`src/rtl/spi_mode0_slave_rx.sv`:
```
// spi_mode0_slave_rx: SPI mode 0 receive-only slave.
// Ports: sclk_i/cs_i/mosi_i in; rx_data/rx_valid/rx_ready FWFT stream;
// busy (frame active), overflow and frame_err one-cycle pulses.
module spi_mode0_slave_rx #(
  parameter int DATA_W      = 8,
  parameter int FIFO_DEPTH  = 4,
  parameter int SYNC_STAGES = 2
) (
  input  logic              clk,
  input  logic              rst_n,
  input  logic              sclk_i,
  input  logic              cs_i,
  input  logic              mosi_i,
  output logic [DATA_W-1:0] rx_data,
  output logic              rx_valid,
  input  logic              rx_ready,
  output logic              busy,
  output logic              overflow,
  output logic              frame_err
);

  localparam int AW = $clog2(FIFO_DEPTH);
  localparam int CW = $clog2(DATA_W);

  typedef enum logic {IDLE, SHIFT} state_t;

  logic [SYNC_STAGES-1:0] sclk_q;
  logic [SYNC_STAGES-1:0] cs_q;
  logic [SYNC_STAGES-1:0] mosi_q;
  logic sclk_prev;
  logic sclk_s, cs_s, mosi_s, rise;

  state_t state, state_nx;
  logic [CW-1:0] bit_cnt, bit_cnt_nx;
  logic [DATA_W-1:0] shreg, shreg_nx;
  logic push, ferr_nx;

  logic [DATA_W-1:0] mem [FIFO_DEPTH];
  logic [AW-1:0] wr_ptr, rd_ptr;
  logic [AW:0] count, count_nx;
  logic [DATA_W-1:0] last_q;
  logic full, pop, wr_en, ovf_nx;

  assign sclk_s = sclk_q[SYNC_STAGES-1];
  assign cs_s   = cs_q[SYNC_STAGES-1];
  assign mosi_s = mosi_q[SYNC_STAGES-1];
  assign rise   = sclk_s & ~sclk_prev & ~cs_s;
  assign busy   = ~cs_s;

  always_ff @(posedge clk or negedge rst_n) begin
    if (!rst_n) begin
      sclk_q    <= '0;
      cs_q      <= '1;
      mosi_q    <= '0;
      sclk_prev <= 1'b0;
    end else begin
      sclk_q    <= {sclk_q[SYNC_STAGES-2:0], sclk_i};
      cs_q      <= {cs_q[SYNC_STAGES-2:0], cs_i};
      mosi_q    <= {mosi_q[SYNC_STAGES-2:0], mosi_i};
      sclk_prev <= sclk_s;
    end
  end

  always_ff @(posedge clk or negedge rst_n) begin
    if (!rst_n) begin
      state   <= IDLE;
      bit_cnt <= '0;
      shreg   <= '0;
    end else begin
      state   <= state_nx;
      bit_cnt <= bit_cnt_nx;
      shreg   <= shreg_nx;
    end
  end

  always_comb begin
    state_nx   = state;
    bit_cnt_nx = bit_cnt;
    shreg_nx   = shreg;
    push       = 1'b0;
    ferr_nx    = 1'b0;
    unique case (state)
      IDLE: begin
        if (!cs_s) begin
          state_nx   = SHIFT;
          bit_cnt_nx = '0;
        end
      end
      SHIFT: begin
        if (cs_s) begin
          state_nx   = IDLE;
          bit_cnt_nx = '0;
          ferr_nx    = (bit_cnt != '0);
        end else if (rise) begin
          shreg_nx = {shreg[DATA_W-2:0], mosi_s};
          if (bit_cnt == CW'(DATA_W-1)) begin
            bit_cnt_nx = '0;
            push       = 1'b1;
          end else begin
            bit_cnt_nx = bit_cnt + 1'b1;
          end
        end
      end
      default: state_nx = IDLE;
    endcase
  end

  // A pop in the same cycle frees the slot a full FIFO needs.
  assign full   = (count == (AW+1)'(FIFO_DEPTH));
  assign pop    = rx_valid & rx_ready;
  assign wr_en  = push & (~full | pop);
  assign ovf_nx = push & full & ~pop;

  always_comb begin
    count_nx = count;
    if (wr_en && !pop) begin
      count_nx = count + 1'b1;
    end else if (pop && !wr_en) begin
      count_nx = count - 1'b1;
    end
  end

  always_ff @(posedge clk) begin
    if (wr_en) begin
      mem[wr_ptr] <= shreg_nx;
    end
  end

  always_ff @(posedge clk or negedge rst_n) begin
    if (!rst_n) begin
      wr_ptr    <= '0;
      rd_ptr    <= '0;
      count     <= '0;
      last_q    <= '0;
      rx_valid  <= 1'b0;
      overflow  <= 1'b0;
      frame_err <= 1'b0;
    end else begin
      if (wr_en) begin
        wr_ptr <= wr_ptr + 1'b1;
      end
      if (pop) begin
        rd_ptr <= rd_ptr + 1'b1;
        last_q <= mem[rd_ptr];
      end
      count     <= count_nx;
      rx_valid  <= (count_nx != '0);
      overflow  <= ovf_nx;
      frame_err <= ferr_nx;
    end
  end

  // Empty FIFO keeps showing the last word handed out.
  assign rx_data = rx_valid ? mem[rd_ptr] : last_q;

endmodule

```
`config.mk`:
```
export PLATFORM = sky130hd
export DESIGN_NAME = spi_mode0_slave_rx
export DESIGN_NICKNAME = d
export VERILOG_FILES = /design/src/rtl/spi_mode0_slave_rx.sv
export SDC_FILE = /design/constraint.sdc
export NUM_CORES = 1
export LEC_CHECK = 0
export ABC_AREA = 1
export CAP_MARGIN = 20
export CORE_MARGIN = 1.5
export CORE_UTILIZATION = 52
export DETAILED_ROUTE_END_ITERATION = 8
export GPL_ROUTABILITY_DRIVEN = 1
export PLACE_DENSITY = 0.74
export RECOVER_POWER = 100
export SETUP_SLACK_MARGIN = 0.2
export SKIP_LAST_GASP = 1
export SLEW_MARGIN = 10
export SYNTH_ARGS = -nofsm -noshare
export SYNTH_HDL_FRONTEND = slang
export SYNTH_SLANG_ARGS = --single-unit
export TNS_END_PERCENT = 20
```
`constraint.sdc`:
```
create_clock -name clk -period 1.85 [get_ports clk]
set_clock_uncertainty 0.15 [all_clocks]
set_input_delay 0.37 -clock clk [delete_from_list [all_inputs] [get_ports clk]]
set_output_delay 0.37 -clock clk [all_outputs]
set_load 0.01 [all_outputs]
```
==> reports/summary.md, run 1 <==
The maximum number of pins on one net before global-route repair came out at 21. The checks that failed: setup timing. The run gives 0.829 as the placer congestion estimate. Data on the critical path is required at its endpoint by 1.33 ns. The tools report the clock buffer count from CTS as 9. Total setup violations reported at the end of the flow: 8. The number of vias per cell after detailed routing is 5.15, and the total global routing overflow is 0.

In this run the horizontal extent of the chip is 77.8 um. The first global-routing pass estimated 8.75 mm of wire. Summing the sequential cell areas from Yosys gives 65.0% of the chip area. Power spread over the standard cell area amounts to 1390 mW/mm^2. The maximum fanout along the worst path is 5, and the number of H-tree branching levels is 3. The utilization after layout is 67.8%.

The critical path class was reg2out. The number of DRC markers after the initial detailed-route iteration was 148. The min-delay analysis places its worst path in the category reg2reg.

The number of nets in the synthesized netlist is 265. The number of different library cells used by synthesis comes to 29. The run gives 24.4% as the met1 layer usage reported by global route. In the finished design, the share of the clock period the worst path needs comes to 114%. The run gives 19.6% as the overall global routing resource usage. For the number of detailed-route iterations in the first pass, the log shows 4. Async set or reset register ratio after synthesis: 53.6%. Count of flip-flops with a built-in enable after synthesis: 32.

The post-synthesis cell area is 0.00291 mm^2, and the final critical delay including setup and external delays is 2.10 ns. Global routing consumed, on the met2 layer, 32.3% of the routing resources. The run gives 0.33 ns as the later-pin clock latency in the skew report. Setup repair after global routing could not meet its margin everywhere. The total leakage power was 1.59 nW.

In this run the clock root is driven by a clkbuf_8. The tools report the diode insertion count for antenna repair as 0. The finished cells cover 0.00369 mm^2.

The cell count after synthesis came out at 249. Main flop type after synthesis: dfrtp_1. After synthesis the netlist holds a flip-flop and latch count of 69.

The maximum vdd ir drop was 712 uV; the number of antenna violations at the first check in global routing was 0. After clock tree synthesis, the clock-pin slew on the worst setup and hold paths is 0.07 ns. For the deepest clock path buffer count, the log shows 2.

The run gives 67.6% as the tightest slew margin relative to the limit. Transition time at the pin with the least slew margin: 0.487 ns. The worst setup path is captured at a primary output. Yosys printed 0 warnings. The fraction of post-synthesis cell area in the top cell type by area is 33.1%. The region available for standard cell placement spans 0.00544 mm^2. The count of endpoints failing hold in the final timing report was 0; the final worst-path setup slack was -0.253 ns. Fill cell instance count of the final layout: 370. TritonCTS built the clock tree. For the total number of clock tree sinks, the log shows 69. The effective utilization at floorplan was 53.4%; the met3 usage in global routing was 3.18%. From bottom edge to top edge, the die measures 77.8 um. For the overall power, the log shows 5.14 mW. For this run, design rule violations remaining after detail routing come to 0.

The startpoint kind of the worst setup timing path was a register. For flop-to-flop paths, the worst setup slack is 0.05 ns. Most frequently used cell type in the post-synthesis netlist: dfrtp_1.

In this run the remaining antenna-violating nets after routing total 0. Number of nets in the finished design: 314. Post-synthesis cell type with the largest combined area: edfxtp_1. Wire length per cell: 15.0 um. The run gives 0.00328 mm^2 as the instance area at placement. Max-cap violations in this run came to 0.

The area of the die is 0.00605 mm^2. The fraction of layout cells with a size suffix above 1 was 27.7%. The run gives 1932 as the total via count in the routed design.

In the post-synthesis netlist, the biggest area contributors are edfxtp_1 (33%), dfrtp_1 (30%), o21ai_0 (5.0%). For this design the top-level I/O count stands at 18. Input and output buffers added on the ports amount to 17.

After synthesis, the most frequently instantiated cells are dfrtp_1 (35), edfxtp_1 (32), nand2_1 (32). The tools report the number of slew-limit violations in the final report as 0. The run finished, with violations left.

The final layout contains routed wiring with a total length of 5.64 mm. Detailed placement HPWL: 3.49 mm. Derived from the worst setup path, the maximum achievable clock frequency is 475 MHz.

A synthesized cell averages 11.7 um^2. Compared with the post-synthesis result, the final layout area differs by 26.9%. In this run the most used layer during global routing was met2. Data on the critical path arrives at its endpoint at 1.58 ns. The tools report the number of placement rows as 27. Via count of the first global-routing pass: 1823.
cell type report:
class,instances,area [um^2],share of cell area [%]
Sequential cell,69,1890,51.2
Clock buffer,10,128,3.46
Timing Repair inverter,2,27.5,0.747
Multi-Input combinational cell,146,957,26.0
Tap cell,72,90.1,2.44
Clock inverter,6,87.6,2.38
Timing Repair Buffer,43,389,10.6
Inverter,27,119,3.22
critical path: stages (launching register included):
cell,delay [ns]
dfrtp_1,0.45
bufbuf_16,0.29
nor2_1,0.05
o22a_1,0.20
o21ai_1,0.12
buf_2,0.14
logic make-up after synthesis:
family | after synthesis | synth area share (%)
compound gates | 49 | 9.56
xor+xnor | 3 | 0.904
fa+ha+maj | 10 | 4.30
buf+inv | 35 | 5.72
flops | 69 | 65.0
mux | 6 | 2.97
simple gates | 77 | 11.5
path summary, 6_finish.rpt:
| path | startpoint | to | depth (start not counted) |
|---|---|---|---|
| min in group asynchronous | rst_n | last_q[5] | 2 |
| worst max-delay path | rd_ptr[0] | rx_data[5] | 5 |
| worst min register to register | sclk_q[0] | sclk_q[1] | 0 |
| worst max register to register | bit_cnt[0] | rx_valid | 10 |
| worst min-delay path | sclk_q[0] | sclk_q[1] | 0 |
| max in group asynchronous | rst_n | mosi_q[0] | 3 |
layer usage:
metal	part of all wire (%)	routed length, um	vias to the layer above
li1	-	-	938
met1	43	2440	948
met2	51	2860	40
met3	4.2	237	6
met4	1.8	100	0
met5	0	0	-
sequential cells by signal, summed over array words and instances, names as in the netlist:
name / cells
bit_cnt: 3
count: 3
cs_q: 2
frame_err: 1
last_q: 8
mem: 32
mosi_q: 2
overflow: 1
rd_ptr: 2
rx_valid: 1
sclk_prev: 1
sclk_q: 2
shreg: 8
state: 1
wr_ptr: 2
timing repair:
item / in CTS / in global routing
hold endpoints to repair: 17 / 0
pin swaps: 9 / 12
gates cloned: 3 / 1
setup buffers: 6 / 5
hold buffers: 1 / 0
setup endpoints to repair: 82 / 88
resized for setup: 57 / 18
layout by cell type (no fill, tap or decap), drive strengths merged, types with 4 or more instances in the layout:
cell,synthesis,final
nor2,28,28
o22a,8,8
dfrtp,35,35
clkbuf,1,12
mux2,6,6
nand3,11,11
edfxtp,32,32
nand2,36,37
dlygate4sd3,0,4
inv,26,27
ha,10,10
buf,7,32
o21ai,37,37
power breakdown:
part	total, mW	switching (mW)	internal, mW
logic	1.82	0.959	0.860
registers	2.02	0.150	1.87
clock network	1.30	0.543	0.756
stage by stage:
step	setup slack [ns]	TNS (ns)	std cells	hold slack, ns
detailed placement	-0.355	-6.96	343	0.194
global placement	-0.310	-6.00	343	0.184
finish	-0.253	-1.81	375	0.205
CTS	-0.214	-1.64	369	0.209
global route	-0.292	-2.38	375	0.217
floorplan	0.152	0	249	-0.0756
No activity file was read; power rests on OpenSTA's default activity.
==> run 2, diff against run 1 <==
--- a/config.mk
+++ b/config.mk
@@ -8,10 +8,10 @@
 export ABC_AREA = 1
 export CAP_MARGIN = 20
 export CORE_MARGIN = 1.5
-export CORE_UTILIZATION = 52
+export CORE_UTILIZATION = 58
 export DETAILED_ROUTE_END_ITERATION = 8
 export GPL_ROUTABILITY_DRIVEN = 1
-export PLACE_DENSITY = 0.74
+export PLACE_DENSITY = 0.78
 export RECOVER_POWER = 100
 export SETUP_SLACK_MARGIN = 0.2
 export SKIP_LAST_GASP = 1
==> constraint.sdc (replaced) <==
create_clock -name clk -period 2.3 [get_ports clk]
set_clock_uncertainty 0.15 [all_clocks]
set_input_delay 0.46 -clock clk [delete_from_list [all_inputs] [get_ports clk]]
set_output_delay 0.46 -clock clk [all_outputs]
set_load 0.01 [all_outputs]
==> run 2 against run 1 <==
  * The flow now finishes without violations
  * Via count is 3.4% lower
  * Design area is 7.0% lower
  * Critical endpoint is now rx_data[7]
  * Global-route usage is 2.3 points higher
  * Register-to-register slack better by 0.16 ns
  * Combinational power is 34% lower
  * Sequential share of layout area is 3.9 points higher
  * Core utilization is 3.9 points higher
  * Total power is 20% lower
  * Worst setup slack better by 0.41 ns
  * First-iteration DRC count is 21% lower
  * Die area is 10% lower
==> reports/summary.md, run 2 (synthesized netlist as in run 1, its figures left out) <==
The run finished with clean final reports. The number of DRC markers after the initial detailed-route iteration is 117 (-21%). The detailed placement HPWL is 3.36 mm (-3.7%). The run gives 0 ns (+1.81 ns) as the setup TNS after final layout.

The worst path needs 2.14 ns of the cycle, external delays included. The via count of the first global-routing pass is 1778 (-2.5%). Count of maximum capacitance violations: 0 (unchanged). The core area was 0.00479 mm^2 (-12%); the total global routing overflow was 0 (unchanged).

The transition time at the pin with the least slew margin came out at 0.886 ns (+0.399 ns). The library cell used most frequently in the layout, excluding fill and tap cells, is nand2_1. The clock slew seen by the registers of the worst setup and hold paths is 0.07 ns (about the same), and the share of total power in combinational logic is 29.3% (-6.1 points). The buffering stage count on the worst path with inverters included is 3 (+1), and the portion of the clock cycle consumed by the worst path in the final layout is 93.1%. The achievable clock frequency was 467 MHz; the remaining routing DRC violations was 0 (unchanged). The placer congestion estimate is 0.816 (-1.6%). Counting flops per register, the top entry is mem.

The relative contribution of the clock network to total power was 31.1% (+5.8 points); the number of flip-flops in the largest register was 32 (unchanged). Net switching fraction of the power: 30.7% (-1.5 points). The critical path class was reg2out.

The count of endpoints failing hold in the final timing report came out at 0 (unchanged). The logs give 2 (unchanged) for the deepest clock path buffer count and 1.69 ns (+0.36 ns) for the endpoint required time on the critical path. Number of vias per cell after detailed routing: 5.18 (+0.61%). For the number of slew-limit violations in the final report, the log shows 0 (unchanged). The final worst-path setup slack was 0.160 ns (+0.413 ns); the clock buffer count from CTS was 9 (unchanged). The run gives 0 (unchanged) as the number of antenna violations at the first check in global routing. Maximum vdd ir drop: 522 uV (-27%).

The effective utilization at floorplan is 60.7% (+7.3 points), and the die height is 73.8 um (-5.1%). For the overall global routing resource usage, the log shows 21.9% (+2.3 points). The tools report the later-pin clock latency in the skew report as 0.34 ns (about the same).

The run gives 304 (-3.2%) as the number of nets in the finished design. The worst min-delay path category was reg2reg. The logs give 1.49 nW (-6.6%) for the total leakage power and 20 (-4.8%) for the maximum number of pins on one net before global-route repair. The data arrival time of the critical path is 1.53 ns (-0.05 ns). The largest registers in the layout are mem x32, last_q x8, shreg x8.

For the tightest slew margin relative to the limit, the log shows 40.9% (-27 points). The signal on the critical path passes through buf_6, inv_8, nor2_1, o22a_1, o21ai_1, clkbuf_1. The overall die width came out at 73.8 um (-5.1%). The sequential group share of total power was 39.6% (+0.3 points); the fraction of layout cells with a size suffix above 1 was 14.7% (-13 points). The tools report the master cell of the clock root buffer as clkbuf_8. For the diode insertion count for antenna repair, the log shows 0 (unchanged). The number of top-level pins is 18 (unchanged), and the wire length per cell is 14.7 um (-2.2%).

For the number of placement rows, the log shows 25 (-7.4%). Endpoint kind of the worst setup timing path: a primary output. The total wire length after detailed routing was 5.29 mm (-6.1%); the maximum cell stage delay along the critical path was 0.40 ns (-0.05 ns). The area of the die is 0.00544 mm^2 (-10%). Setup repair after global routing could not meet its margin everywhere. The area growth from synthesis to layout is 18.0%. The total setup violations reported at the end of the flow came out at 0 (-8). The logs give 8.45 mm (-3.4%) for the global-route wire length before repair and 1.25 mW (-24%) for the power spent charging and discharging nets. The run gives 2.83 mW (-19%) as the internal power consumption.

For the number of H-tree branching levels, the log shows 3 (unchanged). The run gives 0.0360 ns (+0.391 ns) as the pre-CTS setup slack. The logs give 0 (unchanged) for the antenna violation net count after detailed routing and 69 (unchanged) for the total number of clock tree sinks. The tools report the startpoint kind of the worst setup timing path as a register. Kind of cell adding the most delay to the critical path: flip-flops. The top cell types in the final layout, fill and taps aside, are nand2_1 (35), dfrtp_1 (34), edfxtp_1 (32), nor2_1 (27).

The cell type of the slowest stage on the worst timing path was dfrtp_1. The total via count in the routed design is 1866 (-3.4%), and the number of port buffers is 17 (unchanged). TritonCTS built the clock tree. The number of detailed-route iterations in the first pass came out at 4 (unchanged). The ratio of total power to cell area was 1190 mW/mm^2 (-14%); the maximum fanout along the worst path was 9 (+4).
[run 2: cell count changes in the layout (fill, tap and decap cells not counted), moves of 3 or more]
cell,previous run,this run
buf_2,9,1
clkbuf_1,1,9
mux2_1,0,6
mux2_4,6,0
nor2_1,21,27
o21ai_0,18,24
buf_4,17,13
dlygate4sd3_1,4,8
nor2_4,5,1
buf_12,3,0
nand2_1,32,35
o21ai_1,16,13
o21ai_2,3,0
[run 2: routing by layer]
layer | GRT usage (%) | vias up | share of wire, %
li1 | - | 919 | -
met5 | 0 | - | 0
met3 | 9.05 | 6 | 5.7
met2 | 32.4 | 50 | 47
met4 | 9.26 | 0 | 1.2
met1 | 28.6 | 891 | 46
[run 2: what timing repair did]
item	4_1_cts	5_1_grt
gates cloned	1	0
setup buffers	2	3
pin swaps	2	2
setup endpoints to repair	9	34
resized for setup	40	6
endpoints found under the hold margin	13	0
hold buffers	1	0
[run 2: cell type report]
class                      instances  area, um^2
multi-input combinational        145         820
inverter                          27         113
fill                             341        1360
clock inverter                     7         138
clock buffer                       9         124
sequential                        69        1890
timing repair inverter             1        8.76
tap                               67        83.8
timing repair buffer              35         254
[run 2: final timing paths]
kind | from | end | slack [ns] | cells after the start
max | rd_ptr[0] | rx_data[7] | 0.16 | 6
min | mosi_q[0] | mosi_q[1] | 0.20 | 0
max reg2reg | bit_cnt[0] | mem[2][7] | 0.21 | 7
min reg2reg | mosi_q[0] | mosi_q[1] | 0.20 | 0
max in group asynchronous | rst_n | shreg[1] | 0.39 | 3
min in group asynchronous | rst_n | count[0] | 0.60 | 2
[run 2: per-stage QoR]
stage / std cells / instance area, um^2 / util, % / total power [mW] / hold WS (ns)
after global placement: 337 / 3180 / 66.5 / 2.81 / 0.182
after floorplan: 249 / 2910 / - / 2.41 / 0.0144
final: 360 / 3430 / 71.7 / 4.09 / 0.202
after detailed placement: 337 / 3180 / 66.5 / 2.85 / 0.186
after CTS: 357 / 3450 / 72.1 / 4.10 / 0.204
after global routing: 360 / 3430 / 71.7 / 4.32 / 0.216
[run 2: power groups by stage]
stage | registers [mW] | clock network, mW | logic (mW)
2_1_floorplan | 1.61 | 0 | 0.802
3_3_place_gp | 1.63 | 0 | 1.18
3_5_place_dp | 1.64 | 0 | 1.21
4_1_cts | 1.62 | 1.28 | 1.20
5_1_grt | 1.64 | 1.34 | 1.34
6_report | 1.62 | 1.27 | 1.20
==> run 3, diff against run 2 <==
--- a/config.mk
+++ b/config.mk
@@ -8,14 +8,14 @@
 export ABC_AREA = 1
 export CAP_MARGIN = 20
 export CORE_MARGIN = 1.5
-export CORE_UTILIZATION = 58
+export CORE_UTILIZATION = 61
+export CTS_BUF_LIST = sky130_fd_sc_hd__clkbuf_8
 export DETAILED_ROUTE_END_ITERATION = 8
 export GPL_ROUTABILITY_DRIVEN = 1
-export PLACE_DENSITY = 0.78
+export PLACE_DENSITY = 0.82
 export RECOVER_POWER = 100
 export SETUP_SLACK_MARGIN = 0.2
 export SKIP_LAST_GASP = 1
-export SLEW_MARGIN = 10
 export SYNTH_ARGS = -nofsm -noshare
 export SYNTH_HDL_FRONTEND = slang
 export SYNTH_SLANG_ARGS = --single-unit
==> run 3 against run 2 <==
  * Sequential share of layout area is 0.94 points higher
  * Core utilization rose by 3.8 points
  * Wire length up 2.9%
  * Sequential power about the same
  * Final cell count is 4.4% lower
  * Highest routed layer unchanged
==> reports/summary.md, run 3 (synthesized netlist as in run 1, its figures left out) <==
The later-pin clock latency in the skew report is 0.33 ns (about the same), and the number of antenna violations at the first check in global routing is 0 (unchanged). The count of maximum capacitance violations is 0 (unchanged). Clock buffer count from CTS: 9 (unchanged). Traced cell by cell, the critical path runs through buf_12, buf_4, nor2_1, o22a_1, o21ai_1, clkbuf_1. The logs give 3.41 mm (+1.4%) for the detailed placement HPWL and 8.46 mm (about the same) for the global-route wire length before repair. The logs give 1733 (-2.5%) for the via count of the first global-routing pass and 527 uV (+0.96%) for the maximum vdd ir drop.

The number of flip-flops in the largest register is 32 (unchanged), and the number of placement rows is 24 (-4.0%). The tools report the reg-to-reg critical path endpoint as mem[2][1]. The die height is 72.0 um (-2.4%), and the number of top-level pins is 18 (unchanged). The number of nets in the finished design is 304 (unchanged), and the achievable clock frequency is 452 MHz (-3.2%). Post-route worst hold slack: 0.182 ns (-0.0202 ns). The logs give 0.00519 mm^2 (-4.7%) for the area of the die and 38 (+90%) for the maximum number of pins on one net before global-route repair. The run gives 1894 (+1.5%) as the total via count in the routed design. The most common cell after layout, fill and taps aside was nand2_1.

The effective utilization at floorplan was 65.0% (+4.2 points); the number of DRC markers after the initial detailed-route iteration was 210 (+79%). The tools report the deepest clock path buffer count as 2 (unchanged). The tools report the number of slew-limit violations in the final report as 0 (unchanged).

In the layout the commonest cells are nand2_1 (35), dfrtp_1 (33), edfxtp_1 (32), inv_1 (26). The number of vias per cell after detailed routing is 5.51 (+6.2%), and the endpoint required time on the critical path is 1.69 ns (about the same). The ratio of total power to cell area works out to 1140 mW/mm^2 (-4.4%). The antenna violation net count after detailed routing was 0 (unchanged); the maximum fanout along the worst path was 7 (-2). The run gives 0 (unchanged) as the total global routing overflow. For the tightest slew margin relative to the limit, the log shows 40.6% (-0.32 points). Setup repair after global routing could not meet its margin everywhere. In the final layout, the registers with the most flip-flops are mem x32, last_q x8, shreg x8.

The diode insertion count for antenna repair came out at 0 (unchanged). The overall global routing resource usage came out at 22.2% (+0.31 points). Maximum cell stage delay along the critical path: 0.43 ns (+0.03 ns). The logs give 0 (unchanged) for the remaining routing DRC violations and 0.00338 mm^2 (-1.6%) for the summed area of non-filler cells in the final layout. The instance area at placement was 0.00313 mm^2 (-1.8%). The post-cts hold buffer count was 0 (-1). The portion of the clock cycle consumed by the worst path in the final layout came out at 96.2% (+3.1 points).

The wire length per cell came out at 15.8 um (+7.7%). Flop-to-flop setup slack: 0.24 ns (+0.03 ns). The total wire length after detailed routing is 5.45 mm (+2.9%). The worst hold path belongs to the class in2async. The clock slew seen by the registers of the worst setup and hold paths is 0.07 ns (about the same). In this run the critical register-to-register path is launched from bit_cnt[0]. Clock tree synthesis selected as its root buffer the cell clkbuf_8.

By startpoint and endpoint, the worst setup path is classified as reg2out. The tools report the count of endpoints failing hold in the final timing report as 0 (unchanged). The placer congestion estimate came out at 0.799 (-2.0%).

STA classifies the critical path startpoint as a register. Total number of clock tree sinks: 69 (unchanged). Among all stages on the critical path, the largest delay is contributed by dfrtp_2. The logs give 1.60 ns (+0.07 ns) for the data arrival time of the critical path and 1.47 nW (-1.5%) for the total leakage power. The number of detailed-route iterations in the first pass is 4 (unchanged), and the overall die width is 72.0 um (-2.4%). The run gives 0 ns (unchanged) as the setup TNS after final layout. The number of port buffers came out at 17 (unchanged). For the core area, the log shows 0.00447 mm^2 (-6.5%). Ranked by flip-flop count, first place goes to mem.

Final standard cell count with taps included and fillers excluded: 344 (-4.4%). TritonCTS built the clock tree. Number of H-tree branching levels: 3 (unchanged). The run finished with clean final reports. From synthesis to final layout, the design area changed by 16.1%. The logs give 317 (-5.9%) for the total placed cells including tap cells and 3.85 mW (-5.9%) for the overall power.

The total setup violations reported at the end of the flow came out at 0 (unchanged). The worst-case reg-to-reg path depth is 7 (unchanged), and the final critical delay including setup and external delays is 2.21 ns (+0.0713 ns). The fraction of layout cells with a size suffix above 1 was 16.1% (+1.4 points). Endpoint kind of the worst setup timing path: a primary output. The transition time at the pin with the least slew margin works out to 0.891 ns (+0.00475 ns).
run 3: cell types whose count changed in the layout (fill, tap and decap cells not counted), sizes merged, moves of 2 or more:
cell / before / now
buf: 16 / 13
bufinv: 4 / 1
clkbuf: 19 / 23
inv: 27 / 29
run 3: per-layer routing:
metal / vias up / share of wire, % / GRT usage [%]
li1: 913 / - / -
met1: 902 / 45 / 32.2
met2: 71 / 47 / 32.0
met3: 8 / 5.5 / 5.00
met4: 0 / 1.8 / 11.1
met5: - / 0 / 0
run 3: worst max-delay path: cells and delay by family (launching register included):
family / cells / cell delay (ns)
and+or+nand+nor: 1 / 0.16
DFF: 1 / 0.43
AOI/OAI and AO/OA: 2 / 0.24
buffers and inverters: 3 / 0.44
run 3: report_power, final:
part / leakage [nW] / switching, mW / internal [mW] / total [mW]
combinational: 0.630 / 0.765 / 0.542 / 1.31
clock: 0.0998 / 0.395 / 0.509 / 0.904
sequential: 0.736 / 0.124 / 1.51 / 1.63
total: 1.47 / 1.28 / 2.56 / 3.85
run 3: worst max path at each step:
stage | start | to | cells past startpoint
2_1_floorplan | bit_cnt[0] | mem[0][0] | 6
4_1_cts | rd_ptr[0] | rx_data[3] | 6
5_1_grt | rd_ptr[0] | rx_data[5] | 5
6_report | rd_ptr[0] | rx_data[7] | 6
3_5_place_dp | rd_ptr[0] | rx_data[2] | 5
3_3_place_gp | rd_ptr[0] | rx_data[6] | 5
run 3: what timing repair did:
action                     in CTS  in global routing
gates resized for setup        54                 14
pin swaps                      10                  4
setup endpoints to repair       8                  9
cloned                          2                  0
setup buffers                   6                  4
run 3: stage by stage:
step	utilization, %	setup slack, ns
3_5_place_dp	69.9	-0.0442
6_report	75.4	0.0883
4_1_cts	75.3	0.181
5_1_grt	75.4	0.0474
3_3_place_gp	69.9	0.0209
2_1_floorplan	-	0.401
run 3: layout make-up:
| type | count | area, um^2 |
|---|---|---|
| Multi-Input combinational cell | 145 | 847 |
| Sequential cell | 69 | 1890 |
| Clock inverter | 5 | 45.0 |
| Timing Repair Buffer | 34 | 249 |
| Tap cell | 52 | 65.1 |
| Timing Repair inverter | 2 | 25.0 |
| Clock buffer | 10 | 138 |
| Fill cell | 282 | 1100 |
| Inverter | 27 | 115 |
